--- config.mk ---
export PLATFORM = sky130hd
export DESIGN_NAME = pipe_hazard_ctrl
export DESIGN_NICKNAME = d
export VERILOG_FILES = /design/src/rtl/pipe_ctrl_pkg.sv /design/src/rtl/md_busy_counter.sv /design/src/rtl/pipe_hazard_ctrl.sv
export SDC_FILE = /design/constraint.sdc
export NUM_CORES = 1
export LEC_CHECK = 0
export BUFFER_PORTS_ARGS = -buffer_cell sky130_fd_sc_hd__buf_2
export CAP_MARGIN = 20
export CORE_UTILIZATION = 45
export DETAILED_ROUTE_END_ITERATION = 6
export PLACE_DENSITY = 0.74
export SETUP_SLACK_MARGIN = 0.3
export SLEW_MARGIN = 15
export SYNTH_ARGS = -nofsm -noshare
export SYNTH_HDL_FRONTEND = slang
export SYNTH_HIERARCHICAL = 1
export SYNTH_SLANG_ARGS = --single-unit
--- constraint.sdc ---
create_clock -name Clk -period 1.7 [get_ports Clk]
set_input_delay 0.085 -clock Clk [delete_from_list [all_inputs] [get_ports Clk]]
set_output_delay 0.085 -clock Clk [all_outputs]
set_load 0.02 [all_outputs]
--- src/rtl/pipe_ctrl_pkg.sv ---
// pipe_ctrl_pkg: shared widths, forward-select codes, md states and shadow-stage type for the pipeline controller
package pipe_ctrl_pkg;
  localparam int REG_W = 5;
  localparam logic [1:0] FWD_RF = 2'b00;
  localparam logic [1:0] FWD_MEM = 2'b01;
  localparam logic [1:0] FWD_WB = 2'b10;
  typedef enum logic {MD_IDLE, MD_BUSY} md_state_t;
  typedef struct packed {
    logic [REG_W-1:0] tag;
    logic wr;
    logic load;
  } stage_t;
  function automatic logic hit(input stage_t s, input logic [REG_W-1:0] src, input logic en);
    return en & s.wr & (s.tag == src) & (src != '0);
  endfunction
endpackage

--- src/rtl/md_busy_counter.sv ---
// md_busy_counter: mul/div occupancy FSM, busy for MD_LAT cycles after each accepted start
import pipe_ctrl_pkg::*;
module md_busy_counter #(
  parameter int MD_LAT = 4
) (
  input  logic clk,
  input  logic rst,
  input  logic start,
  output logic busy
);
  localparam int CW = (MD_LAT > 2) ? $clog2(MD_LAT) : 1;
  md_state_t state;
  logic [CW-1:0] cnt;
  always_ff @(posedge clk)
    if (rst) begin
      state <= MD_IDLE;
      cnt <= '0;
    end else if (state == MD_IDLE) begin
      if (start) begin
        state <= MD_BUSY;
        cnt <= CW'(MD_LAT - 1);
      end
    end else begin
      cnt <= cnt - 1'b1;
      if (cnt == '0) state <= MD_IDLE;
    end
  assign busy = (state == MD_BUSY);
endmodule

--- src/rtl/pipe_hazard_ctrl.sv ---
// pipe_hazard_ctrl: pipeline stall/flush/forwarding control; forwarding paths exist only when PIPE_FWD_EN is defined
import pipe_ctrl_pkg::*;
module pipe_hazard_ctrl #(
  parameter int MD_LAT = 4
) (
  input  logic             Clk,
  input  logic             Rst,
  input  logic             id_valid,
  input  logic [REG_W-1:0] id_rs,
  input  logic [REG_W-1:0] id_rt,
  input  logic             id_use_rs,
  input  logic             id_use_rt,
  input  logic [REG_W-1:0] id_rd,
  input  logic             id_wr,
  input  logic             id_load,
  input  logic             id_md_start,
  input  logic             id_md_read,
  input  logic             ex_br_taken,
  output logic             pc_en,
  output logic             ifid_en,
  output logic             ifid_clr,
  output logic             idex_bubble,
  output logic [1:0]       fwd_a,
  output logic [1:0]       fwd_b,
  output logic             md_busy
);
  stage_t ex, mem, wb;
  logic hit_ex, load_stall, md_stall, raw_stall, stall, md_go;
  always_comb begin
    hit_ex = hit(ex, id_rs, id_use_rs) | hit(ex, id_rt, id_use_rt);
    load_stall = id_valid & ex.load & hit_ex;
    md_stall = id_valid & md_busy & (id_md_read | id_md_start);
`ifdef PIPE_FWD_EN
    raw_stall = 1'b0;
    fwd_a = hit(mem, id_rs, 1'b1) ? FWD_MEM : hit(wb, id_rs, 1'b1) ? FWD_WB : FWD_RF;
    fwd_b = hit(mem, id_rt, 1'b1) ? FWD_MEM : hit(wb, id_rt, 1'b1) ? FWD_WB : FWD_RF;
`else
    raw_stall = id_valid & (hit_ex | hit(mem, id_rs, id_use_rs) | hit(mem, id_rt, id_use_rt)
                | hit(wb, id_rs, id_use_rs) | hit(wb, id_rt, id_use_rt));
    fwd_a = FWD_RF;
    fwd_b = FWD_RF;
`endif
    stall = load_stall | md_stall | raw_stall;
    pc_en = ex_br_taken | ~stall;
    ifid_en = ex_br_taken | ~stall;
    ifid_clr = ex_br_taken;
    idex_bubble = ex_br_taken | stall;
    md_go = id_md_start & id_valid & ~stall & ~ex_br_taken;
  end
  always_ff @(posedge Clk)
    if (Rst) begin
      ex <= '0;
      mem <= '0;
      wb <= '0;
    end else begin
      ex <= '{tag: id_rd, wr: id_wr & id_valid & ~idex_bubble, load: id_load & ~idex_bubble};
      mem <= ex;
      wb <= mem;
    end
  md_busy_counter #(.MD_LAT(MD_LAT)) u_md (
    .clk(Clk),
    .rst(Rst),
    .start(md_go),
    .busy(md_busy)
  );
endmodule
==> summary.md, run 1 <==
| Metric | Value |
|---|---|
| Synth-to-layout area growth | `37.1%` |
| Diode count | `0` |
| Total I/O pin count | `34` |
| Clock transition at the registers of the reported paths | `120 ps` |
| Fmax | `531 MHz` |
| Min Tclk post-route | `1880 ps` |
| Avg Vias per Cell | `4.98` |
| Grt ovf | `0` |
| Proportion of layout cells with a drive suffix above 1 | `36.4%` |
| Routed wire per std cell | `roughly 13 microns` |
| Die height | `around 51 microns` |
| Worst-Skew Late Latency | `300 ps` |
| Internal cell power | `0.707 mW` |
| Dpl hpwl | `1850 microns` |
| Worst min path class | `input pin to flip-flop` |
| Rows | `17` |
| CP required | `1620 ps` |
| CTS root buffer | `clkbuf_4` |
| Synth cell types | `30` |
| Nets | `192` |
| Mapped Area | `1100 sq um` |
| Gr usage total | `a little over a fifth` |
| Fin. Hold Viols | `0` |
| FF+latch count, synth | `21` |
| Most frequent cells after synthesis | `dfxtp_1, xnor2_1, nor2b_1` |
| Core area | `2250 sq um` |
| Largest net degree at the start of global routing | `22` |
| Synth top area cells | `dfxtp_1, xnor2_1, nor2b_1` |
| Outcome | `finished with violations` |
| Warnings from Yosys | `6` |
| Num CTS Buffers | `3` |
| CP startpoint kind | `flip-flop` |
| Worst VDD drop | `531 uV` |
| Post-Syn Area per Cell | `9.19 sq um` |
| Ys flop type | `dfxtp_1` |
| Sequential share of the synthesized area | `38.1%` |
| Crit path DAT | `around 1800 ps` |
| Number of max-slew violations in the final report | `0` |
| Setup slack at placement | `-102 ps` |
| Final Cycle Share | `111%` |
| Die width | `51.5 microns` |
| Vias | `962` |
| P_sw | `between 0.2 and 0.3 mW` |
| Starting Density | `48.9%` |
| Top-count cell post-synth | `dfxtp_1` |
| Max cap viols | `0` |
| Layout Skew | `1.27 ps` |
| First-pass DRT Iterations | `4` |
| Clk pwr share | `24.6%` |
| Combinational fraction of design power | `21.5%` |
| Synth top area share | `38.1%` |
| Routed wire length | `between 2000 and 3000 microns` |
| Crit Path Max Fanout | `2` |
| Ys async rst share | `0%` |
| Post-Synthesis Cells | `120` |
| Post-synth EDFFs | `0` |
| Clock Tree Buf Depth | `2` |
| DR iter-0 viols | `17` |
| Pwr/cell area | `roughly 650 nW/um^2` |
| Placer Congestion | `between 0.9 and 1` |
| RSZ-0062 raised after global routing | `yes` |
| Die area | `around 2700 sq um` |
| Final setup viols | `6` |
| Initial antenna violation count | `0` |
| Crit path kind | `flip-flop to output port` |
| Switch share | `about 28%` |
| DRC Markers | `0` |
| Failing checks | `setup timing` |
| TritonCTS clock tree | `done` |
| First-pass GRT wire length | `4160 microns` |
| Antenna Violating Nets Remaining | `0` |
| CTS sink cnt | `21` |
| CTS HTree Levels | `1` |
| PortBufs | `28` |
| Setup TNS | `-767 ps` |
| Setup ws final | `-184 ps` |
| Worst setup EP type | `output port` |
| Yosys top cell by area | `dfxtp_1` |
| Seq pwr share | `53.9%` |
| Vias in the first global route | `1020` |
| Pleak | `0.632 nW` |
[critical path, cell delays in order (launching register included)]
cell and delay [ps]:
dfxtp_2 340, xor2_1 150, nor4_2 310, nand3_1 190, a31oi_4 270, o21ai_4 80, buf_6 140
[per-layer routing]
layer	up-vias	part of all wire (%)	GRT usage [%]
met4	0	3.4	15.3
met3	10	5.2	4.39
met1	430	43	23.2
met5	-	0	0
met2	41	49	37.9
li1	481	-	-
[cells by family after synthesis]
kind of cell	synth area share, %
buffers and inverters	5.79
DFF	38.1
AOI/OAI and AO/OA	8.40
and+or+nand+nor	22.4
other	0.340
xor gates and xnor gates	23.8
adders and majority gates	1.13
[final timing paths]
check,start,endpoint,slack [ps],depth (start not counted)
worst max register to register,mem[6],u_md/cnt[0],-100,8
worst max-delay path,mem[6],ifid_en,-180,6
worst min register to register,mem[1],wb[1],500,1
worst min-delay path,id_wr,ex[1],30,3
[final cells by class]
| type | count | area (sq um) |
|---|---|---|
| Clock buffer | 3 | 22.5 |
| Clock inverter | 1 | 5.00 |
| Fill cell | 188 | 743 |
| Inverter | 4 | 15.0 |
| Multi-Input combinational cell | 91 | 711 |
| Sequential cell | 21 | 424 |
| Tap cell | 28 | 35.0 |
| Timing Repair Buffer | 45 | 299 |
[power by group through the flow]
| stage | clock network (mW) | registers, mW | logic [mW] |
|---|---|---|---|
| finish | 0.242 | 0.530 | 0.212 |
| global route | 0.271 | 0.534 | 0.231 |
| CTS | 0.250 | 0.530 | 0.209 |
| detailed placement | 0 | 0.540 | 0.191 |
| global placement | 0 | 0.539 | 0.185 |
| floorplan | 0 | 0.540 | 0.114 |
[per-stage QoR]
step	area, sq um	power (mW)	hold slack, ps	cells	utilization [%]
2_1_floorplan	1160	0.654	147	123	-
3_3_place_gp	1360	0.724	295	182	60.4
3_5_place_dp	1360	0.731	300	182	60.4
4_1_cts	1510	0.990	18.6	193	66.8
5_1_grt	1510	1.04	12.9	193	67.0
6_report	1510	0.984	30.5	193	67.0
[flip-flops by register name (all words and copies together) (netlist names)]
name / cells
mem: 6
u_md/busy: 1
ex: 6
u_md/cnt: 2
wb: 6
[cell usage in the layout (no fill, tap or decap), drive strengths merged, types with 5 or more instances in the layout]
master	n
dfxtp	21
dlygate4sd3	5
xnor2	18
xor2	12
buf	40
nor2b	17
[what timing repair did]
action                                  in CTS  in global routing
pin swaps                                    9                  7
endpoints found under the hold margin        5                  0
setup buffers                                2                  0
hold buffers                                 5                  0
endpoints found under the setup margin       7                  7
gates resized for setup                     13                  2
(Power assumes the default switching activity.)
==> run 2: changes to the inputs <==
ABC_AREA = 1   (was unset)
CORE_UTILIZATION = 47   (was 45)
PLACE_DENSITY = 0.75   (was 0.74)
==> run 2 against run 1 <==
  * Total power increased by 0.44%
  * Largest power group unchanged
  * Via count is 36% higher
  * Clock power barely moved
  * Global-route usage grew 0.23 points
  * Maximum frequency rose by 17%
  * Sequential share of layout area down 0.28 points
  * The run now ends clean
  * Worst setup slack improved by 280 ps
  * Critical path depth is 5 higher
  * First-iteration DRC count rose by 35%
  * Hold slack gained 2.3 ps
  * Routed wire length rose by 13%
==> summary.md, run 2 <==
| Metric | Value |
|---|---|
| Outcome | `finished clean` |
| Fillers | `252` |
| Die height | `54.4 microns` |
| Max cap viols | `0` |
| Fin. Hold Viols | `0` |
| Area after DPL | `about 1400 sq um` |
| Crit path max-delay family | `simple AND/OR/NAND/NOR gates` |
| RSZ-0062 raised after global routing | `yes` |
| Avg Vias per Cell | `4.53` |
| Commonest non-fill, non-tap cells in the layout | `nand2_1, nor2_1, buf_2` |
| Crit path kind | `flip-flop to output port` |
| Setup slack at placement | `240 ps` |
| Setup TNS | `0 ps` |
| Dpl hpwl | `2150 microns` |
| CP Buf/Inv Count | `2` |
| Rows | `18` |
| Die area | `2960 sq um` |
| Hold slack | `roughly 33 ps` |
| Nets | `286` |
| Starting Density | `about half` |
| Crit path DAT | `between 1500 and 2000 ps` |
| Placer Congestion | `roughly 0.84` |
| PortBufs | `28` |
| Clock transition at the registers of the reported paths | `120 ps` |
| Die width | `54.4 microns` |
| FF+latch count, synth | `21` |
| Warnings from Yosys | `6` |
| Clock Tree Buf Depth | `2` |
| Mapped Area | `about 1300 sq um` |
| Top-count cell post-synth | `nand2_1` |
| Synth-to-layout area growth | `23.3%` |
| Crit path top cell by count | `nand2_1` |
| Fmax | `623 MHz` |
| Number of max-slew violations in the final report | `0` |
| CP required | `1620 ps` |
| Grt ovf | `0` |
| Antenna Violating Nets Remaining | `0` |
| Commonest non-fill, non-tap cell in the layout | `nand2_1` |
| Crit-path max cell delay | `380 ps` |
| Post-Syn Area per Cell | `5.77 sq um` |
| Fin area | `between 1500 and 2000 sq um` |
| CP startpoint kind | `flip-flop` |
| CTS HTree Levels | `1` |
| Final Cycle Share | `94.4%` |
| Post-synth EDFFs | `0` |
| Diode count | `0` |
| Crit-path cells | `inv_2, nand2_1, nand2_1, nor2_1, nand3_1, nand3_1, nand2_1, nand3_2, nand2_2, nand2_4, buf_6` |
| Final setup viols | `0` |
| Num CTS Buffers | `3` |
| CTS sink cnt | `21` |
| Proportion of layout cells with a drive suffix above 1 | `30.5%` |
| Pwr/cell area | `620 nW/um^2` |
| CTS root buffer | `clkbuf_4` |
| DRC Markers | `0` |
| Min Tclk post-route | `1600 ps` |
| CP max-delay cell | `dfxtp_2` |
| Vias | `between 1000 and 1500` |
| Yosys top cell by area | `dfxtp_1` |
| Initial antenna violation count | `0` |
| First-pass DRT Iterations | `4` |
| Most frequent cells after synthesis | `nand2_1, nor2_1, inv_1` |
| Vias in the first global route | `1140` |
| First-pass GRT wire length | `4680 microns` |
| Largest net degree at the start of global routing | `20` |
| Worst VDD drop | `518 uV` |
| Synth top area share | `approximately a third` |
| Core area | `2540 sq um` |
| Routed wire length | `2840 microns` |
| Total I/O pin count | `34` |
| Layout Skew | `10.2 ps` |
| DR iter-0 viols | `23` |
| Crit Path Max Fanout | `3` |
| Worst min path class | `input pin to flip-flop` |
| Ys async rst share | `0%` |
| Synth cell types | `21` |
| Synth top area cells | `dfxtp_1, nand2_1, nor2_1` |
| Worst setup EP type | `output port` |
| Setup ws final | `approximately 95 ps` |
| Routed wire per std cell | `9.83 microns` |
| Sequential share of the synthesized area | `32.5%` |
| Worst-Skew Late Latency | `300 ps` |
| TritonCTS clock tree | `done` |
| Pleak | `0.844 nW` |
| Gr usage total | `a little over a fifth` |
| Post-Synthesis Cells | `224` |
| Top flop regs | `ex (6), mem (6), wb (6)` |
| Ys flop type | `dfxtp_1` |
[run 2: tightest hold or removal path, delay by kind of cell]
| kind | cells | cell delay, ps |
|---|---|---|
| buffers and inverters | 1 | 100 |
| and+or+nand+nor | 2 | 120 |
[run 2: power breakdown]
group,leakage (nW),switching [mW],internal [mW]
Sequential,0.179,0.0195,0.515
Combinational,0.650,0.127,0.0878
Clock,0.0150,0.147,0.0914
Total,0.844,0.294,0.694
[run 2: per-stage QoR]
stage	cells	util, %	power, mW
2_1_floorplan	227	-	0.670
3_3_place_gp	277	56.1	0.728
3_5_place_dp	277	56.1	0.730
4_1_cts	288	61.2	0.991
5_1_grt	289	62.6	1.06
6_report	289	62.6	0.988
[run 2: layout make-up]
cell class                 instances  area (sq um)  share of cell area, %
inverter                          41           154                   9.65
clock buffer                       4          26.3                   1.65
timing repair buffer              36           235                   14.8
multi-input combinational        157           698                   43.8
tap                               30          37.5                   2.35
sequential                        21           443                   27.8
[run 2: path summary, 6_finish.rpt]
path,startpoint,to,slack (ps),cells after the start
worst min register to register,ex[1],mem[1],440,2
worst min-delay path,id_wr,ex[1],30,3
worst max-delay path,mem[5],idex_bubble,100,11
worst max register to register,mem[5],u_md/cnt[0],160,14
[run 2: logic make-up after synthesis]
logic type | count (synthesis) | share of synthesized area, %
AOI/OAI and AO/OA | 9 | 4.36
DFF | 21 | 32.5
buffers and inverters | 49 | 16.0
xor gates and xnor gates | 2 | 1.36
adders and majority gates | 1 | 0.968
other | 1 | 0.290
and+or+nand+nor | 141 | 44.5
[run 2: metal layers]
layer	track usage, %	vias to the layer above	wire [microns]
li1	-	723	-
met1	29.3	545	1420
met2	34.6	34	1240
met3	3.61	6	135
met4	9.40	0	42
met5	0	-	0
[run 2: what timing repair did]
item | CTS | global route
endpoints found under the hold margin | 5 | 0
hold buffers | 5 | 0
endpoints found under the setup margin | 6 | 7
setup buffers | 2 | 1
resized for setup | 19 | 20
pin swaps | 1 | 12
